## src/rtl/i2c_txn_arbiter.sv

```systemverilog
// i2c_txn_arbiter: shares one i2c_com byte engine between NREQ requesters.
// Generates the engine clock, grants round-robin, sequences each transfer.
//
// Ports:
//   clk_24M, camera_rstn          clock, async active-low reset
//   req_valid/req_data/req_ready  per-requester command handshake
//   resp_valid/resp_err           per-requester completion pulse, NACK/timeout
//   busy                          transaction in flight
//   i2c_clk, eng_start, eng_data  engine clock, start level, command word
//   eng_tr_end, eng_ack           engine status (i2c_clk domain, synced here)
module i2c_txn_arbiter #(
    parameter int unsigned NREQ        = 2,
    parameter int unsigned DIV         = 1200,
    parameter int unsigned TIMEOUT_CYC = 2400000
) (
    input  logic                 clk_24M,
    input  logic                 camera_rstn,
    input  logic [NREQ-1:0]      req_valid,
    input  logic [32*NREQ-1:0]   req_data,
    output logic [NREQ-1:0]      req_ready,
    output logic [NREQ-1:0]      resp_valid,
    output logic                 resp_err,
    output logic                 busy,
    output logic                 i2c_clk,
    output logic                 eng_start,
    output logic [31:0]          eng_data,
    input  logic                 eng_tr_end,
    input  logic                 eng_ack
);

    localparam int PW = (NREQ > 1) ? $clog2(NREQ) : 1;
    localparam int DW = $clog2(DIV + 1);
    localparam int unsigned REL_CYC = 2 * (DIV + 1);
    localparam int unsigned CNT_MAX =
        (TIMEOUT_CYC > REL_CYC) ? TIMEOUT_CYC : REL_CYC;
    localparam int CW = $clog2(CNT_MAX + 1);

    localparam logic [DW-1:0] DIV_LAST = DW'(DIV);
    localparam logic [CW-1:0] TO_LAST  = CW'(TIMEOUT_CYC - 1);
    localparam logic [CW-1:0] REL_LAST = CW'(REL_CYC - 1);
    localparam logic [PW-1:0] PTR_RST  = PW'(NREQ - 1);

    typedef enum logic [1:0] {
        S_IDLE,
        S_START,
        S_WAIT_END,
        S_RELEASE
    } state_t;

    state_t          r_state, w_state;
    logic [PW-1:0]   r_ptr, w_ptr;
    logic [CW-1:0]   r_cnt, w_cnt;
    logic            r_err, w_err;
    logic            r_start, w_start;
    logic [31:0]     r_data, w_data;
    logic [NREQ-1:0] r_req_ready, w_req_ready;
    logic [NREQ-1:0] r_resp_valid, w_resp_valid;
    logic            r_resp_err, w_resp_err;

    logic [DW-1:0]   r_div;
    logic            r_i2c_clk;
    logic            r_tr_s1, r_tr_s;
    logic            r_ack_s1, r_ack_s;

    logic            w_found;
    logic [PW-1:0]   w_gnt;
    logic [PW:0]     w_k;

    // Free-running engine clock; runs regardless of arbiter state.
    always_ff @(posedge clk_24M or negedge camera_rstn) begin
        if (!camera_rstn) begin
            r_div     <= '0;
            r_i2c_clk <= 1'b0;
        end else if (r_div == DIV_LAST) begin
            r_div     <= '0;
            r_i2c_clk <= ~r_i2c_clk;
        end else begin
            r_div <= r_div + DW'(1);
        end
    end

    always_ff @(posedge clk_24M or negedge camera_rstn) begin
        if (!camera_rstn) begin
            r_tr_s1  <= 1'b0;
            r_tr_s   <= 1'b0;
            r_ack_s1 <= 1'b0;
            r_ack_s  <= 1'b0;
        end else begin
            r_tr_s1  <= eng_tr_end;
            r_tr_s   <= r_tr_s1;
            r_ack_s1 <= eng_ack;
            r_ack_s  <= r_ack_s1;
        end
    end

    // Round-robin pick: first set request after the last granted one.
    always_comb begin
        w_found = 1'b0;
        w_gnt   = '0;
        w_k     = '0;
        for (int i = 1; i <= int'(NREQ); i++) begin
            w_k = {1'b0, r_ptr} + (PW + 1)'(i);
            if (w_k >= (PW + 1)'(NREQ)) begin
                w_k = w_k - (PW + 1)'(NREQ);
            end
            if (!w_found && req_valid[w_k[PW-1:0]]) begin
                w_found = 1'b1;
                w_gnt   = w_k[PW-1:0];
            end
        end
    end

    always_comb begin
        w_state      = r_state;
        w_ptr        = r_ptr;
        w_cnt        = r_cnt;
        w_err        = r_err;
        w_start      = r_start;
        w_data       = r_data;
        w_req_ready  = '0;
        w_resp_valid = '0;
        w_resp_err   = 1'b0;
        unique case (r_state)
            S_IDLE: begin
                if (w_found) begin
                    for (int i = 0; i < int'(NREQ); i++) begin
                        if (w_gnt == PW'(i)) begin
                            w_data         = req_data[32*i +: 32];
                            w_req_ready[i] = 1'b1;
                        end
                    end
                    w_ptr   = w_gnt;
                    w_state = S_START;
                end
            end
            S_START: begin
                w_start = 1'b1;
                w_cnt   = '0;
                w_state = S_WAIT_END;
            end
            S_WAIT_END: begin
                w_cnt = r_cnt + CW'(1);
                // A real completion beats a coincident timeout.
                if (r_tr_s) begin
                    w_err   = r_ack_s;
                    w_start = 1'b0;
                    w_cnt   = '0;
                    w_state = S_RELEASE;
                end else if (r_cnt == TO_LAST) begin
                    w_err   = 1'b1;
                    w_start = 1'b0;
                    w_cnt   = '0;
                    w_state = S_RELEASE;
                end
            end
            S_RELEASE: begin
                // Hold off until the engine has seen start low on at
                // least one i2c_clk edge; counter saturates if it hangs.
                if (r_cnt != REL_LAST) begin
                    w_cnt = r_cnt + CW'(1);
                end
                if (!r_tr_s && r_cnt == REL_LAST) begin
                    for (int i = 0; i < int'(NREQ); i++) begin
                        w_resp_valid[i] = (r_ptr == PW'(i));
                    end
                    w_resp_err = r_err;
                    w_state    = S_IDLE;
                end
            end
            default: begin
                w_state = S_IDLE;
            end
        endcase
    end

    always_ff @(posedge clk_24M or negedge camera_rstn) begin
        if (!camera_rstn) begin
            r_state      <= S_IDLE;
            r_ptr        <= PTR_RST;
            r_cnt        <= '0;
            r_err        <= 1'b0;
            r_start      <= 1'b0;
            r_data       <= '0;
            r_req_ready  <= '0;
            r_resp_valid <= '0;
            r_resp_err   <= 1'b0;
        end else begin
            r_state      <= w_state;
            r_ptr        <= w_ptr;
            r_cnt        <= w_cnt;
            r_err        <= w_err;
            r_start      <= w_start;
            r_data       <= w_data;
            r_req_ready  <= w_req_ready;
            r_resp_valid <= w_resp_valid;
            r_resp_err   <= w_resp_err;
        end
    end

    assign req_ready  = r_req_ready;
    assign resp_valid = r_resp_valid;
    assign resp_err   = r_resp_err;
    assign busy       = (r_state != S_IDLE);
    assign i2c_clk    = r_i2c_clk;
    assign eng_start  = r_start;
    assign eng_data   = r_data;

endmodule

```

## config.mk

```make
export PLATFORM = sky130hd
export DESIGN_NAME = i2c_txn_arbiter
export DESIGN_NICKNAME = d
export VERILOG_FILES = /design/src/rtl/i2c_txn_arbiter.sv
export SDC_FILE = /design/constraint.sdc
export NUM_CORES = 1
export LEC_CHECK = 0
export ABC_AREA = 1
export BUFFER_PORTS_ARGS = -buffer_cell sky130_fd_sc_hd__buf_2
export CAP_MARGIN = 25
export CORE_MARGIN = 8
export CORE_UTILIZATION = 30
export CTS_CLUSTER_SIZE = 12
export DETAILED_ROUTE_END_ITERATION = 8
export GPL_ROUTABILITY_DRIVEN = 0
export GPL_TIMING_DRIVEN = 1
export PLACE_DENSITY = 0.54
export SLEW_MARGIN = 20
export SYNTH_ARGS = -nofsm -noshare
export SYNTH_HDL_FRONTEND = slang
export SYNTH_SLANG_ARGS = --single-unit
```

## constraint.sdc

```tcl
create_clock -name clk_24M -period 2.6 [get_ports clk_24M]
set_input_delay 0.26 -clock clk_24M [delete_from_list [all_inputs] [get_ports clk_24M]]
set_output_delay 0.26 -clock clk_24M [all_outputs]
set_load 0.02 [all_outputs]
```

After elaboration in Yosys (flattened, before gate mapping)
Index checks and enable logic that the tools add are counted.
{"block": "op_classes", "addsub": 6, "multipliers": 0, "n_div": 0, "magnitude_cmp": 4, "n_eq_ne": 11, "shift": 0, "n_mux": 34, "bitwise_logic": 2, "n_reduce_logical": 14}
{"operator": "2-to-1 mux 22 bit", "n": 3}
{"operator": "case mux 22 bit (3 select lines)", "n": 1}
{"operator": "2-to-1 mux 32 bit", "n": 1}
{"operator": "adder 22 x 1 -> 22 bit, second input constant", "n": 1}
{"operator": "equality test 22 x 12 -> 1 bit, second input constant", "n": 1}
{"operator": "equality test 22 bit, second input constant", "n": 1}
{"operator": "inequality test 22 x 12 -> 1 bit, second input constant", "n": 1}
{"operator": "2-to-1 mux 1 bit", "n": 18}
{"operator": "2-to-1 mux 2 bit", "n": 8}
{"operator": "adder 11 x 1 -> 11 bit, second input constant", "n": 1}
{"operator": "equality test 11 bit, second input constant", "n": 1}
{"operator": "2-to-1 mux 11 bit", "n": 1}
{"operator": "case mux 2 bit (4 select lines)", "n": 1}
{"operator": "AND reduction 2 bit", "n": 4}
{"operator": "inequality test 2 bit, second input constant", "n": 3}
{"operator": "nonzero test 2 bit", "n": 3}
{"operator": "equality test 2 bit, second input constant", "n": 2}
{"operator": "greater-or-equal comparator 2 bit, second input constant", "n": 2}
{"operator": "< comparator 1 x 2 -> 1 bit, second input constant", "n": 2}
{"operator": "inequality test 3 bit, second input constant", "n": 1}
{"operator": "AND reduction 3 bit", "n": 1}
{"operator": "nonzero test 3 bit", "n": 1}
{"operator": "adder 1 x 1 -> 2 bit, second input constant", "n": 1}
{"operator": "adder 1 x 2 -> 2 bit, second input constant", "n": 1}
{"operator": "other kinds (7)", "n": 11}
{"block": "word_totals", "register_bits": 80, "latchBits": 0, "mem_bits_rw": 0, "romBits": 0, "out_inout_bits": 40, "n_memories": 0}

Longest topological paths before layout
Gate-level depths: netlist of the first run.
{"block": "logic_depth", "ltp_word": 12, "mapped_depth": 11, "ltp_nobuf": 10}

Worst setup path after synthesis of the first run
OpenSTA, ideal clock, no wires.
{"block": "synth_path", "path_kind": "flip-flop to flip-flop", "start": "register r_cnt[0]", "end": "register r_cnt[20]", "setup_ps": 114, "arrival_time_ps": 1422, "t_required_ps": 2486, "setup_slack_ps": 1064, "stages_incl_launch_ff": 10, "n_path_buf": 1, "path_cell_list": "dfrtp_1 ha_1 nand3_2 nor3_2 nand3_2 nand3_4 nand3_4 buf_6 nand2_1 nor2_1"}
{"block": "synth_between", "elab_chain_len": 4, "elab_cells_between_ends": 9}
{"item": "start, declared", "line": "52", "source": "logic [CW-1:0] r_cnt, w_cnt;"}
{"item": "start signal, assigned", "line": "190", "source": "r_cnt <= w_cnt;"}
{"item": "adder 22 x 1 -> 22 bit or equality test 22 bit (tied branches)", "line": "142, 160, 149"}
{"item": "2-to-1 mux 22 bit", "line": "149", "source": "end else if (r_cnt == TO_LAST) begin"}
{"item": "2-to-1 mux 22 bit", "line": "144", "source": "if (r_tr_s) begin"}
{"item": "case mux 22 bit (3 select lines)", "line": "123", "source": "unique case (r_state)"}
Parallel ways exist; a longest one is shown, timed or not. The select of a mux whose other input is x is not followed.
A chain may end at the register's enable or synchronous reset.

Final worst setup path of the first run
{"block": "layout_path", "start": "register r_cnt[18]", "end": "register r_resp_valid[0], in the netlist resp_valid[0]"}
{"block": "layout_between", "elab_chain_len": 4}
{"item": "equality test 22 x 12 -> 1 bit", "line": "162", "source": "if (!r_tr_s && r_cnt == REL_LAST) begin"}
{"item": "logical AND 1 bit", "line": "162"}
{"item": "2-to-1 mux 2 bit", "line": "162"}
{"item": "2-to-1 mux 2 bit", "line": "123"}
{"item": "net w_resp_valid[0]", "line": "57", "source": "logic [NREQ-1:0] r_resp_valid, w_resp_valid;"}
{"item": "end signal, assigned", "line": "195", "source": "r_resp_valid <= w_resp_valid;"}
{"item": "end, declared", "line": "57"}
The timed path passes the listed nets, and every way through them passes these cells.

==> flow_summary.ini, run 1 <==
[clocking]
clock_sinks = 80
clkLatencyLatePin_ns = 0.33
cts_tree = yes
cts_buffer_depth = 2
root_buffer = clkbuf_16
h-tree-depth = 3
numCtsBuffers = 9
clkTransAtPathRegs_ns = 0.06
ctsResizeCount = 0

[pwr]
p_per_area_nw_per_um2 = 926
peakVddDrop_mv = 0.468
total_power_w = 0.00492
cellLeakagePower_nw = 2.59

[sta]
finalHoldViolations = 0
relSlewSlack = 0.647
drv_slew = 0
min_period_ns = 1.81
fin_skew_ns = 0.00739
post-route-period-util = 0.696
worstMarginPinSlew_ns = 0.529
rsz0062_at_grt = no
max_clock_freq_ghz = 0.553
finalSetupTns_ns = 0
whs_ns = 0.0382
finalSetupViolCount = 0
timing.final.ws_setup_ns = 0.791

[finish]
diodes = 0
area.growth.synth_to_final_pct = 24.3
final_nets = 737
final_util = 0.382
drive_gt1_frac = 0.231

[synth]
synth_ff_type = dfrtp_1
ys_ff_latch = 80
synth.area.top_cells = dfrtp_1 46%, nand2_1 12%, nor2_1 8.4%, nand3_1 6.4%, a31oi_1 4.7%
synth_xor_area_frac = 0.0185
syn-num-nets = 629
synth.distinct_cells = 30
synth.most_common_cell = nand2_1
synth_fa_ha_area_frac = 0.0264
synth-compound-area-share = 0.0645
synth_top_family_by_area = simple AND/OR/NAND/NOR gates
synth_simple_gate_area_share = 0.346
ys_warn_count = 0
synth_async_sr_flop_share = 1.00
yosys.area.top_type = dfrtp_1
synth-edff-count = 0
syn_area_per_cell_um2 = 7.76
ys_seq_area_frac = 0.469
synth_top_area_share = 0.463
synth_commonest_cells = 131 x nand2_1, 96 x nor2_1, 79 x dfrtp_1, 55 x nand3_1, 48 x inv_1
synth_cells = 550
synth_area_um2 = 4270
synthMuxAreaShare = 0

[die]
start_util = 0.308
coreArea_um2 = 13900
die_area_um2 = 18300
die_h_um = 135
rows = 43
io_pins = 110
die_w_um = 135

[global_route]
grt_pass1_vias = 3912
grt.overflow.total = 0
grt_pass1_wl_um = 18900
grt_max_degree = 42
grt_antenna_before_repair = 0
grt_util_all_layers = 0.126

[critical_path]
crit_start = r_cnt[18]
crit_type = register to register
cp_max_fo = 12
timing.rr.end = resp_valid[0]
reg2reg_from = r_cnt[18]
arrival_ns = 2.06
ff2ff_path_depth = 7
required_ns = 2.85
cp-start-kind = register
r2r_slack_ns = 0.79
endpoint_kind = register

[route]
vias = 3951
drc = 0
vias_per_cell = 4.69
wire_per_inst_um = 13.4
routed_wl_um = 11300
firstDrtPassIters = 4
drt-initial-drc-count = 239
drtAntennaViolNets = 0

[outcome]
status = completed

[min_path]
hp-start = eng_tr_end
whs_path_depth = 1
hold_end = r_tr_s1
min_path_type = input pin to register

[placement]
pre_cts_ws_ns = 0.795
detailed_place_hpwl_um = 8690
io_buffers = 109

[flow_run]
cap_violations = 0
==> state kept, by name (all words and copies together), names as in the netlist <==
name	count
r_ptr	1
r_tr_s	1
r_cnt	22
r_ack_s	1
r_ack_s1	1
resp_valid	2
eng_start	1
r_err	1
i2c_clk	1
resp_err	1
req_ready	2
r_div	11
r_state	2
r_tr_s1	1
eng_data	32
==> cell usage in the layout, fill, tap and decap left out, types with 2 or more instances in the layout <==
cell,n
nor3_1,9
clkbuf_1,4
xor2_1,9
nand3_1,55
nand3_4,2
inv_2,3
buf_2,108
clkinvlp_4,2
clkbuf_16,9
nor2_1,95
inv_1,48
ha_1,9
a31oi_1,32
dfrtp_1,79
nor2_2,5
nor3_2,2
nand3b_1,2
nand2_1,131
buf_4,10
a21oi_1,7
nor2_4,2
nand3_2,5
o21ai_0,8
nand4_1,18
==> final cells by class <==
class                           instances  area, µm²
Tap cell                              180        225
Clock inverter                          3       45.0
Fill cell                            1487       8570
Multi-Input combinational cell        395       1950
Timing Repair Buffer                  120        646
Sequential cell                        80       2000
Clock buffer                           13        240
Inverter                               52        195
==> power breakdown <==
part	leakage [nW]	total, W	internal, W	switching [W]
logic	1.47	0.00192	0.000633	0.00129
registers	0.989	0.00177	0.00158	0.000196
clock network	0.130	0.00122	0.000745	0.000475
==> logic make-up after synthesis <==
kind of cell | after synthesis
simple gates | 330
xor+xnor | 9
buf+inv | 75
flops | 80
compound gates | 47
fa+ha+maj | 9
==> worst max-delay path: stages (launching register included) <==
cell     delay (ns)
dfrtp_1        0.45
nor2_1         0.12
nand2_1        0.07
nor2_1         0.19
nand4_2        0.28
buf_4          0.28
or2_1          0.24
nor2_1         0.10
==> stage by stage <==
step,cells,instance area [µm²]
5_1_grt,843,5310
2_1_floorplan,550,4270
3_3_place_gp,826,5010
4_1_cts,843,5310
3_5_place_dp,826,5010
6_report,843,5310
==> worst max-delay path by stage <==
stage | endpoint | slack [ns]
floorplan | r_cnt[20] | 1.06
global placement | r_cnt[9] | 0.84
detailed placement | r_cnt[9] | 0.80
CTS | resp_valid[0] | 0.77
global route | r_cnt[4] | 0.55
finish | resp_valid[0] | 0.79
==> layer usage <==
| metal | vias to the layer above | part of all wire | wire [µm] | global-route usage |
|---|---|---|---|---|
| met5 | - | 0 | 0 | 0 |
| met4 | 0 | 0.015 | 167 | 0.0518 |
| met3 | 9 | 0.051 | 581 | 0.0326 |
| met2 | 104 | 0.45 | 5140 | 0.194 |
| met1 | 1831 | 0.48 | 5430 | 0.165 |
| li1 | 2007 | - | - | - |
==> timing repair <==
item,4_1_cts,5_1_grt
setup buffers,0,0
setup endpoints to repair,0,0
endpoints found under the hold margin,37,0
hold buffers,1,0
Power figures use the tool's default switching activity.
==> run 2, diff against run 1 <==
Settings changed: PLACE_DENSITY 0.54 to 0.56.
Clock period 2.6 ns to 1.49 ns, I/O delays scaled along.
==> flow_summary.ini, run 2 (synthesis gave the netlist of run 1 again) <==
[clocking]
numCtsBuffers = 9
h-tree-depth = 3
clock_sinks = 80
cts_tree = yes
cts_buffer_depth = 2
root_buffer = clkbuf_16
clkLatencyLatePin_ns = 0.34
clkTransAtPathRegs_ns = 0.06

[global_route]
grt_pass1_wl_um = 20000
grt_util_all_layers = 0.132
grt.overflow.total = 0
grt_antenna_before_repair = 1
grt_pass1_vias = 4210
grt_max_degree = 81

[placement]
io_buffers = 109
pre_cts_ws_ns = -0.142
detailed_place_hpwl_um = 8610

[min_path]
min_path_type = input pin to register

[finish]
layout_commonest_cell = nand2_1
drive_gt1_frac = 0.365
final_util = 0.446
area.growth.synth_to_final_pct = 45.1
multi_input_area_um2 = 2260
largest_reg_flops = 32
fillers = 1354
register_area_um2 = 2000
final_cell_mix = 124 x nand2_1, 107 x buf_2, 79 x dfrtp_1
final_nets = 798
diodes = 0

[critical_path]
endpoint_kind = register
crit_type = register to register
required_ns = 1.71
cp-start-kind = register
arrival_ns = 1.82
cp_max_fo = 7

[sta]
finalSetupTns_ns = -1.60
max_clock_freq_ghz = 0.626
finalHoldViolations = 0
min_period_ns = 1.60
timing.final.ws_setup_ns = -0.107
rsz0062_at_grt = yes
worstMarginPinSlew_ns = 0.443
drv_slew = 0
post-route-period-util = 1.07
finalSetupViolCount = 23
relSlewSlack = 0.704
fin_skew_ns = 0.00902

[pwr]
pwr-share-seq = 0.320
combPwrFrac = 0.474
peakVddDrop_mv = 1.06
p_per_area_nw_per_um2 = 1610
power.share.clock = 0.206
switching_power_w = 0.00409
internal_power_w = 0.00590
cellLeakagePower_nw = 2.96
power.share.switching = 0.410

[route]
drtAntennaViolNets = 0
vias = 4262
wire_per_inst_um = 13.9
drc = 0
routed_wl_um = 12500
vias_per_cell = 4.72
firstDrtPassIters = 4
drt-initial-drc-count = 251

[die]
coreArea_um2 = 13900
die_w_um = 135
die_h_um = 135
io_pins = 110
rows = 43
start_util = 0.308
die_area_um2 = 18300

[outcome]
status = finished with violations
failed_checks = setup timing

[flow_run]
cap_violations = 0
-- run 2: changes by cell type in the layout (fill, tap and decap cells not counted), sizes merged --
cell / delta
dlygate4sd3: +2
buf: +55
nand3: +1
clkbuf: +1
inv: +1
bufinv: -1
clkinv: +1
-- run 2: what timing repair did --
action,4_1_cts,5_1_grt
hold buffers,3,0
pin swaps,17,18
endpoints found under the hold margin,81,0
setup buffers,8,9
endpoints found under the setup margin,30,61
gates resized for setup,23,73
cloned,1,6
-- run 2: worst paths after layout --
path / startpoint / end / slack [ns] / cells past startpoint
worst max register to register: r_cnt[17] / r_cnt[18] / -0.11 / 8
min in group asynchronous: camera_rstn / eng_data[29] / 0.36 / 3
worst min-delay path: req_data[12] / eng_data[12] / 0.06 / 3
worst max-delay path: r_cnt[17] / r_cnt[18] / -0.11 / 8
max in group asynchronous: camera_rstn / r_ptr / 0.76 / 3
worst min register to register: r_ack_s1 / r_ack_s / 0.35 / 0
-- run 2: metal layers --
metal	GRT usage	share of wire
met1	0.168	0.45
met2	0.213	0.48
met3	0.0349	0.056
met4	0.0450	0.015
met5	0	0.00064
-- run 2: cell type report --
cell class,instances,share of cell area
multi-input cells,396,0.365
flip-flops and latches,80,0.323
repair buffers,180,0.199
clock buffers,11,0.0392
well taps,180,0.0363
inverters,52,0.0323
clock inverters,4,0.00464
-- run 2: power by group through the flow --
stage | sequential [W] | clock (W) | combinational, W
after floorplan | 0.00365 | 0 | 0.00175
after global placement | 0.00313 | 0 | 0.00358
after detailed placement | 0.00310 | 0 | 0.00364
after CTS | 0.00309 | 0.00209 | 0.00391
after global routing | 0.00326 | 0.00219 | 0.00512
final | 0.00320 | 0.00205 | 0.00473
-- run 2: per-stage QoR --
step,total power [W],hold slack (ns),std cells,instance area [µm²]
after floorplan,0.00540,-0.147,550,4280
after global placement,0.00671,0.212,861,5290
after global routing,0.0106,0.0575,903,6200
after detailed placement,0.00674,0.214,861,5290
final,0.00999,0.0616,903,6200
after CTS,0.00908,0.0513,888,5750
-- run 2: critical path, cell delays in order (launching register included) --
cell and delay, ns:
dfrtp_1 0.37, nor2_1 0.24, nand3_1 0.12, nor2_1 0.13, nand3_2 0.15, nand3_4 0.15, nand3_4 0.16, nand2_1 0.10
nor2_1 0.05
==> run 3, diff against run 2 <==
Settings changed: CELL_PAD_IN_SITES_DETAIL_PLACEMENT set to 1, CELL_PAD_IN_SITES_GLOBAL_PLACEMENT set to 2, CORE_UTILIZATION 30 to 27, PLACE_DENSITY 0.56 to 0.8.
==> flow_summary.ini, run 3 (synthesis gave the netlist of run 1 again) <==
[min_path]
hp-start = req_data[16]
min_path_type = input pin to register
whs_path_depth = 3
hold_end = eng_data[16]

[route]
met2WireLength_um = 7980
m1WireLength_um = 6620
firstDrtPassIters = 4
top_layer = met5
dr_wl_met3_um = 750
routed_wl_um = 15700
drtAntennaViolNets = 0
wire_per_inst_um = 16.5
drc = 0
vias_per_cell = 4.73
drt-initial-drc-count = 176
vias = 4506

[sta]
timing.final.ws_setup_ns = -0.169
finalHoldViolations = 0
drv_slew = 0
max_clock_freq_ghz = 0.603
post-route-period-util = 1.11
finalSetupViolCount = 44
worstMarginPinSlew_ns = 0.342
rsz0062_at_grt = yes
fin_skew_ns = 0.0121
min_period_ns = 1.66
relSlewSlack = 0.772
finalSetupTns_ns = -3.67

[critical_path]
required_ns = 1.73
r2r_slack_ns = -0.17
timing.rr.end = r_cnt[8]
cp-start-kind = register
reg2reg_from = r_cnt[0]
crit_type = register to register
crit_start = r_cnt[0]
arrival_ns = 1.90
ff2ff_path_depth = 10
endpoint_kind = register
cp_max_fo = 8

[pwr]
p_per_area_nw_per_um2 = 1640
cellLeakagePower_nw = 3.09
peakVddDrop_mv = 0.776
total_power_w = 0.0108

[global_route]
grt_max_degree = 50
grt_antenna_before_repair = 1
grt.overflow.total = 0
grt_util_all_layers = 0.146
grt_pass1_wl_um = 23700
grt_pass1_vias = 4884

[clocking]
h-tree-depth = 3
numCtsBuffers = 9
cts_tree = yes
clock_sinks = 80
clkTransAtPathRegs_ns = 0.07
clkLatencyLatePin_ns = 0.34
root_buffer = clkbuf_16
cts_buffer_depth = 2

[die]
die_area_um2 = 20100
coreArea_um2 = 15700
die_w_um = 142
start_util = 0.273
io_pins = 110
die_h_um = 142
rows = 46

[placement]
placed_cells = 905
io_buffers = 109
detailed_place_hpwl_um = 10700
placedInstanceArea_um2 = 5420

[finish]
largest_reg_flops = 32
layout_commonest_cell = nand2_1
drive_gt1_frac = 0.438
diodes = 0
instances_no_fill = 952
area.growth.synth_to_final_pct = 54.8
final_nets = 810
finalInstanceArea_um2 = 6610
final_cell_mix = 109 x nand2_1, 108 x buf_2, 78 x dfrtp_1

[outcome]
failed_checks = setup timing
status = finished with violations

[flow_run]
cap_violations = 0
## run 3: timing repair
action                                 4_1_cts  5_1_grt
gates cloned                                 2        6
hold buffers                                 3        0
pin swaps                                   16       30
setup endpoints to repair                   59       68
endpoints found under the hold margin       81        0
resized for setup                           41      114
buffers inserted                            11       12
## run 3: layer usage
| layer | up-vias | track usage |
|---|---|---|
| li1 | 2161 | - |
| met1 | 2226 | 0.171 |
| met2 | 93 | 0.246 |
| met3 | 24 | 0.0420 |
| met4 | 2 | 0.0582 |
| met5 | - | 0 |
## run 3: through the flow
stage	hold WS [ns]	util	setup slack, ns
after floorplan	-0.147	-	-0.0441
after global placement	0.0192	0.346	-0.119
after detailed placement	0.0173	0.346	-0.189
after CTS	0.0464	0.386	-0.138
after global routing	0.0550	0.422	-0.263
final	0.0516	0.422	-0.169
## run 3: critical path, cell delays in order, from the launching register on
cell and delay (ns):
dfrtp_2 0.42, buf_6 0.12, ha_4 0.13, nand2_4 0.05, nor2_4 0.14, nand4_4 0.21, buf_6 0.21, nand3_2 0.07
nand2_1 0.08, nand2_2 0.08, nor2_1 0.04
## run 3: where the power goes
group          switching [W]  total (W)  internal (W)
registers           0.000453    0.00321       0.00275
clock network       0.000929    0.00228       0.00135
logic                0.00315    0.00534       0.00219
total                0.00453     0.0108       0.00630
## run 3: final cells by class
cell class	instances	area [µm²]
Clock buffer	12	246
Clock inverter	4	53.8
Fill cell	1923	9040
Inverter	52	208
Multi-Input combinational cell	396	2440
Sequential cell	80	2000
Tap cell	216	270
Timing Repair Buffer	191	1380
Timing Repair inverter	1	11.3
## run 3: worst max path at each step
stage and end:
6_report r_cnt[8], 3_5_place_dp r_cnt[21], 4_1_cts r_state[1], 3_3_place_gp r_cnt[21], 2_1_floorplan r_cnt[20], 5_1_grt r_cnt[21]
